--- src/rtl/ysyx_25060170_fetch_req.sv ---
// Fetch-request stage: owns the PC, issues one AXI4-Lite-style instruction read at a
// time and holds the returned word with its PC until the IF stage takes it.
module ysyx_25060170_fetch_req #(
    parameter logic [31:0] RESET_PC = 32'h8000_0000
) (
    input  logic        clk,
    input  logic        rst_n,

    input  logic        redirect_valid,
    input  logic [31:0] redirect_pc,
    input  logic        core_ready,

    output logic [31:0] araddr,
    output logic        arvalid,
    input  logic        arready,

    input  logic [31:0] rdata,
    input  logic [1:0]  rresp,
    input  logic        rvalid,
    output logic        rready,

    output logic        inst_valid,
    output logic [31:0] inst_o,
    output logic [31:0] pc_o,
    output logic        inst_err
);

    // Handshakes: a transfer happens on a rising edge where valid and ready are both high.
    // arvalid/rready/inst_valid are pure decodes of the registered state, so once raised
    // they and their payload hold until the transfer (or, for inst_valid, a redirect).
    typedef enum logic [1:0] {
        IDLE = 2'd0,
        REQ  = 2'd1,
        WAIT = 2'd2,
        HOLD = 2'd3
    } state_t;

    state_t      state;
    state_t      state_nxt;

    logic [31:0] pc;
    logic [31:0] pc_nxt;
    logic [31:0] req_addr;
    logic [31:0] req_addr_nxt;
    logic [31:0] inst_q;
    logic [31:0] inst_nxt;
    logic        err_q;
    logic        err_nxt;
    logic        discard;
    logic        discard_nxt;

    logic [31:0] redirect_tgt;
    logic [31:0] seq_addr;
    logic        drop_resp;

    assign redirect_tgt = {redirect_pc[31:2], 2'b00};
    assign seq_addr     = req_addr + 32'd4;
    // A response is stale if a redirect arrived earlier or arrives together with it.
    assign drop_resp    = discard | redirect_valid;

    // State register
    always_ff @(posedge clk or negedge rst_n) begin
        if (!rst_n) begin
            state <= IDLE;
        end else begin
            state <= state_nxt;
        end
    end

    // Next-state logic
    always_comb begin
        state_nxt = state;
        case (state)
            IDLE: state_nxt = REQ;
            REQ: begin
                if (arready) begin
                    state_nxt = WAIT;
                end
            end
            WAIT: begin
                if (rvalid) begin
                    state_nxt = drop_resp ? REQ : HOLD;
                end
            end
            HOLD: begin
                if (redirect_valid || core_ready) begin
                    state_nxt = REQ;
                end
            end
            default: state_nxt = IDLE;
        endcase
    end

    // Output decode
    always_comb begin
        arvalid    = (state == REQ);
        rready     = (state == WAIT);
        inst_valid = (state == HOLD);
        araddr     = req_addr;
        pc_o       = req_addr;
        inst_o     = inst_q;
        inst_err   = err_q;
    end

    // Datapath next values
    always_comb begin
        pc_nxt       = pc;
        req_addr_nxt = req_addr;
        inst_nxt     = inst_q;
        err_nxt      = err_q;
        discard_nxt  = discard;

        if (redirect_valid) begin
            pc_nxt = redirect_tgt;
        end

        case (state)
            IDLE: begin
                req_addr_nxt = redirect_valid ? redirect_tgt : pc;
            end
            REQ: begin
                // araddr must not move while arvalid is up, so only remember the squash.
                if (redirect_valid) begin
                    discard_nxt = 1'b1;
                end
            end
            WAIT: begin
                if (rvalid) begin
                    if (drop_resp) begin
                        discard_nxt  = 1'b0;
                        req_addr_nxt = redirect_valid ? redirect_tgt : pc;
                    end else begin
                        inst_nxt = rdata;
                        err_nxt  = |rresp;
                    end
                end else if (redirect_valid) begin
                    discard_nxt = 1'b1;
                end
            end
            HOLD: begin
                if (redirect_valid) begin
                    req_addr_nxt = redirect_tgt;
                end else if (core_ready) begin
                    pc_nxt       = seq_addr;
                    req_addr_nxt = seq_addr;
                end
            end
            default: begin
                discard_nxt = 1'b0;
            end
        endcase
    end

    // Datapath registers
    always_ff @(posedge clk or negedge rst_n) begin
        if (!rst_n) begin
            pc       <= RESET_PC;
            req_addr <= RESET_PC;
            inst_q   <= 32'd0;
            err_q    <= 1'b0;
            discard  <= 1'b0;
        end else begin
            pc       <= pc_nxt;
            req_addr <= req_addr_nxt;
            inst_q   <= inst_nxt;
            err_q    <= err_nxt;
            discard  <= discard_nxt;
        end
    end

    // Protocol properties of this block's outputs
    a_araddr_stable: assert property (@(posedge clk) disable iff (!rst_n)
        (arvalid && !arready) |=> (arvalid && $stable(araddr)));

    a_single_phase: assert property (@(posedge clk) disable iff (!rst_n)
        $onehot0({arvalid, rready, inst_valid}));

    a_hold_stable: assert property (@(posedge clk) disable iff (!rst_n)
        (inst_valid && !redirect_valid && !core_ready) |=>
        (inst_valid && $stable(inst_o) && $stable(pc_o) && $stable(inst_err)));

    a_addr_aligned: assert property (@(posedge clk) disable iff (!rst_n)
        arvalid |-> (araddr[1:0] == 2'b00));

endmodule

--- config.mk ---
export PLATFORM = sky130hd
export DESIGN_NAME = ysyx_25060170_fetch_req
export DESIGN_NICKNAME = d
export VERILOG_FILES = /design/src/rtl/ysyx_25060170_fetch_req.sv
export SDC_FILE = /design/constraint.sdc
export NUM_CORES = 1
export LEC_CHECK = 0
export ABC_AREA = 1
export BUFFER_PORTS_ARGS = -buffer_cell sky130_fd_sc_hd__buf_2
export CAP_MARGIN = 20
export CORE_ASPECT_RATIO = 0.75
export CORE_UTILIZATION = 52
export DETAILED_ROUTE_END_ITERATION = 8
export PLACE_DENSITY = 0.76
export SLEW_MARGIN = 40
export SYNTH_ARGS = -nofsm -noshare
export SYNTH_HDL_FRONTEND = slang
export SYNTH_SLANG_ARGS = --single-unit
--- constraint.sdc ---
create_clock -name clk -period 2.05 [get_ports clk]
set_clock_uncertainty 0.05 [all_clocks]
set_input_delay 0.205 -clock clk [delete_from_list [all_inputs] [get_ports clk]]
set_output_delay 0.205 -clock clk [all_outputs]
set_load 0.01 [all_outputs]
Word-level counts from Yosys, hierarchy flattened
Index checks and enable logic that the tools add are counted.
Widths: inputs -> output; s select.
{"block": "word_totals", "register_bits": 100, "in_bits": 72, "output_inout_bits": 100}
{"block": "op_classes", "n_addsub": 1, "n_eq_ne": 9, "mux": 18, "bitwise_logic": 2, "reduce_logical": 9}
{"op": "$mux 32", "count": 8}
{"op": "$pmux 32 s3", "count": 1}
{"op": "$add 32x3->32 const B", "count": 1}
{"op": "$mux 2", "count": 4}
{"op": "$pmux 2 s4", "count": 1}
{"op": "$ne 2x1->1 const B", "count": 3}
{"op": "$reduce_and 3->1", "count": 2}
{"op": "$eq 2x2->1 const B", "count": 2}
{"op": "$reduce_and 4->1", "count": 1}
{"op": "$mux 1", "count": 3}
{"op": "$ne 3x2->1 const B", "count": 1}
{"op": "$ne 3x3->1 const B", "count": 1}
{"op": "$reduce_bool 3->1", "count": 1}
{"op": "$eq 2x1->1 const B", "count": 1}
{"op": "$logic_not 2->1", "count": 1}
{"op": "$ne 2x2->1 const B", "count": 1}
{"op": "$pmux 1 s2", "count": 1}
{"op": "$reduce_and 2->1", "count": 1}
{"op": "$reduce_bool 2->1", "count": 1}
{"op": "$reduce_or 2->1", "count": 1}
{"op": "$logic_or 1x1->1", "count": 1}
{"op": "$not 1->1", "count": 1}
{"op": "$or 1x1->1", "count": 1}

Logic depth before layout (Yosys ltp)
{"block": "depth", "word_depth": 4, "depth_mapped": 11}

Least setup slack after synthesis
No wires, ideal clock.
{"block": "synth_timing", "path_type": "reg2reg", "start": "reg state[0]", "end": "reg req_addr[23] (netlist: araddr[23])", "setup_ns": 0.122, "arrival_time_ns": 1.472, "required_time_ns": 1.878, "path_slack_ns": 0.406, "path_stages_with_launch": 10, "n_path_buf": 2, "path_cell_list": "dfrtp_1 > ha_1 > nand2_4 > nor2_4 > nor2_2 > nand2_2 > buf_4 > buf_6 > nor2_1 > a21oi_1"}
{"block": "synth_via", "elab_chain_len": 3, "elab_cells_between_ends": 9}
{"item": "start: declaration", "line": "38", "rtl": "state_t state;"}
{"item": "start signal: assignment", "line": "66", "rtl": "state <= state_nxt;"}
{"item": "$eq 2x2->1 (*)"}
{"item": "named net inst_valid", "line": "22", "rtl": "output logic inst_valid,"}
{"item": "$ne 3x3->1 (no source line) / $reduce_bool 3->1 (equally long branches)"}
{"item": "$reduce_and 4->1 (no source line)"}
{"item": "end signal: assignment", "line": "164", "rtl": "req_addr <= req_addr_nxt;"}
{"item": "end: declaration", "line": "43", "rtl": "logic [31:0] req_addr;"}
Mark *: on every way through the listed nets, which the timed path passes. The rest lies on a longest branch.
A chain may end at the register's enable or synchronous reset.

Final worst setup path
{"block": "layout_timing", "start": "reg state[0]", "end": "reg req_addr[29] (netlist: araddr[29])"}
{"block": "layout_via", "elab_chain_len": 3, "elab_cells_between_ends": 9}
{"item": "$eq 2x2->1 / $logic_not 2->1 (equally long branches)", "line": "117", "rtl": "case (state)"}
{"item": "$ne 3x3->1 (no source line) (tied with other cells)"}
{"item": "$reduce_and 4->1 (no source line)"}
Parallel ways exist; a longest one is shown, timed or not.

==> results_dict.tcl <==
set metrics [dict create \
    first_pass_iters 5 \
    drive_gt1_share_pct 25.0 \
    yosysWarnings 0 \
    path_class "flop to flop" \
    die_w_um 124 \
    insertion_delay_ns 0.35 \
    grt_usage_pct 27.4 \
    row_count 32 \
    period_needed_ns 1.85 \
    ys_seq_area_share_pct 43.3 \
    dp_cells 1057 \
    maxSlewViolCount 0 \
    max-clock-path-buffers 2 \
    max_freq_ghz 0.542 \
    drtAntennaViolNets 0 \
    core_mm2 0.0105 \
    worst_slew_pin_slew_ns 0.549 \
    postSynthAreaPerCell_um2 7.31 \
    crit_path_end_kind "flop" \
    rrSetupSlack_ns 0.20 \
    rr_startpoint "state[0]$_DFFE_PN0P_" \
    ys.flop_type "dfrtp_1" \
    clock_sinks 100 \
    cts_tree "yes" \
    synthCells 792 \
    finalPower_w 0.00944 \
    crit_fanout 19 \
    drc 0 \
    ctsHtreeMaxLevel 3 \
    mostFrequentLayoutCells "282 x nand2_1, 168 x buf_2, 98 x dfrtp_1" \
    ys_ff_latch 100 \
    wl_per_cell_um 13.8 \
    grt_pass1_wl_mm 24.1 \
    grt_pass1_vias 4975 \
    p_leak_nw 3.86 \
    initialDrtViolationCount 449 \
    n_antenna_cell 0 \
    crit_path_end "araddr[29]$_DFFE_PN0P_" \
    yosys-top-cells-area "dfrtp_1 42%, nand2_1 18%, nor2_1 6.0%, o21ai_0 4.7%, buf_4 4.3%" \
    cp-start-kind "flop" \
    syn-cell-area_mm2 0.00579 \
    antenna_found_initial 0 \
    overflow 0 \
    grt_max_degree 101 \
    crit_start "state[0]$_DFFE_PN0P_" \
    critPathArrivalTime_ns 2.06 \
    period_share_pct 90.0 \
    worstRegToRegCells 8 \
    final_common_cell "nand2_1" \
    dp_hpwl_mm 10.6 \
    power_density_mw_per_mm2 1330 \
    clkTransAtPathRegs_ns 0.07 \
    nets 1031 \
    fillerInstances 926 \
    irDropWorstVdd_mv 0.662 \
    die_h_um 93.4 \
    stdcell_count 1095 \
    worstReg2RegEnd "araddr[29]$_DFFE_PN0P_" \
    rsz0062_at_grt "no" \
    vias_per_cell 5.06 \
    hold_violations 0 \
    dieArea_mm2 0.0116 \
    synth_top_area_share_pct 42.4 \
    cts_buffers 9 \
    final.setup.tns_ns 0 \
    cp.required_ns 2.26 \
    io_buffers 169 \
    cts_root_buf "clkbuf_16" \
    start_util_pct 55.0 \
    slew_headroom_pct 63.4 \
    outcome "completed" \
    cap_violations 0 \
    wl_mm 15.1 \
    hp-class "input pin to flop" \
    ys_types 40 \
    num_vias 5541 \
    async_reset_ff_share_pct 100 \
    synth_edf_count 0 \
    gp_congestion 0.868 \
    synthToLayoutAreaGrowth_pct 22.8 \
    finalSetupViolCount 0 \
    synth_top_area_cell "dfrtp_1" \
    io_pins 172 \
    syn_nets 869 \
]
-- layout make-up --
cell class              count  area, um^2  area share [%]
clock buffers               9         225            3.17
clock inverters             7        67.6           0.951
inverters                  67         253            3.56
multi-input cells         566        2660            37.5
flip-flops and latches    100        2500            35.2
well taps                 136         170            2.39
repair buffers            210        1220            17.2
-- per-layer routing --
metal	GRT usage [%]	wire [um]	part of all wire, %
met3	5.30	962	6.4
met1	40.1	7280	48
met4	8.63	201	1.3
met5	0	0	0
met2	40.6	6640	44
-- power by group --
part           leakage (nW)  switching [W]  internal (W)  total, W
logic                  2.47        0.00257       0.00167   0.00424
registers              1.25       0.000797       0.00273   0.00353
clock network         0.142       0.000820      0.000858   0.00168
-- cell usage after synthesis, types with 2 or more instances --
library cell / count
inv_2: 4
nor2_4: 6
nor2_2: 6
o221ai_1: 2
ha_1: 5
o21ai_1: 2
xor2_2: 2
buf_2: 13
clkbuf_1: 10
a22oi_1: 3
dfrtp_1: 98
nand2_1: 282
o21ai_0: 54
o21a_1: 9
nor2_8: 2
o22ai_1: 2
a31oi_1: 8
xnor2_1: 2
xor2_1: 11
dfstp_2: 2
inv_1: 62
nor2_1: 92
and2_1: 2
a21oi_1: 26
nand2_4: 3
nand3_1: 30
nand2_2: 6
nand3_2: 2
buf_4: 33
nand3b_1: 3
-- cells by family after synthesis --
| group | after synthesis | synth area share [%] |
|---|---|---|
| simple gates | 436 | 31.7 |
| buf+inv | 126 | 10.8 |
| compound gates | 110 | 10.6 |
| flops | 100 | 43.3 |
| xor+xnor | 15 | 2.53 |
| fa+ha+maj | 5 | 1.08 |
-- metrics by stage --
step / cell area [um^2] / worst slack [ns] / util, % / hold WS [ns]
CTS: 7100 / 0.108 / 67.4 / 0.000125
floorplan: 5790 / 0.406 / - / -0.141
finish: 7110 / 0.205 / 67.5 / 0.00985
detailed placement: 6590 / 0.166 / 62.6 / 0.254
global route: 7110 / 0.0816 / 67.5 / 0.00791
global placement: 6590 / 0.206 / 62.6 / 0.255
-- worst max-delay path, stage by stage (launching register included) --
cell and delay [ns]:
dfrtp_1 0.44, ha_2 0.34, nand2_4 0.12, nor2_4 0.13, nor2_2 0.05, nand2_2 0.08, buf_4 0.28, nor2_1 0.07
a21oi_1 0.18
-- sequential cells by signal (all words and copies together) (netlist names) --
register and cells:
araddr 32, inst_o 32, pc 32, state 2
discard 1, inst_err 1
-- worst min-delay path by stage --
stage	from	to	cells after the start
global route	rdata[24]	inst_o[24]$_DFFE_PN0P_	3
finish	rdata[24]	inst_o[24]$_DFFE_PN0P_	3
detailed placement	rst_n	inst_o[9]$_DFFE_PN0P_	2
CTS	rdata[24]	inst_o[24]$_DFFE_PN0P_	3
global placement	rst_n	inst_o[23]$_DFFE_PN0P_	2
floorplan	rst_n	araddr[0]$_DFFE_PN0P_	0
-- timing repair --
item,4_1_cts,5_1_grt
endpoints found under the setup margin,0,3
endpoints found under the hold margin,118,1
buffers inserted,0,0
gates resized for setup,0,1
hold buffers,21,1
No activity file was read; power rests on OpenSTA's default activity.
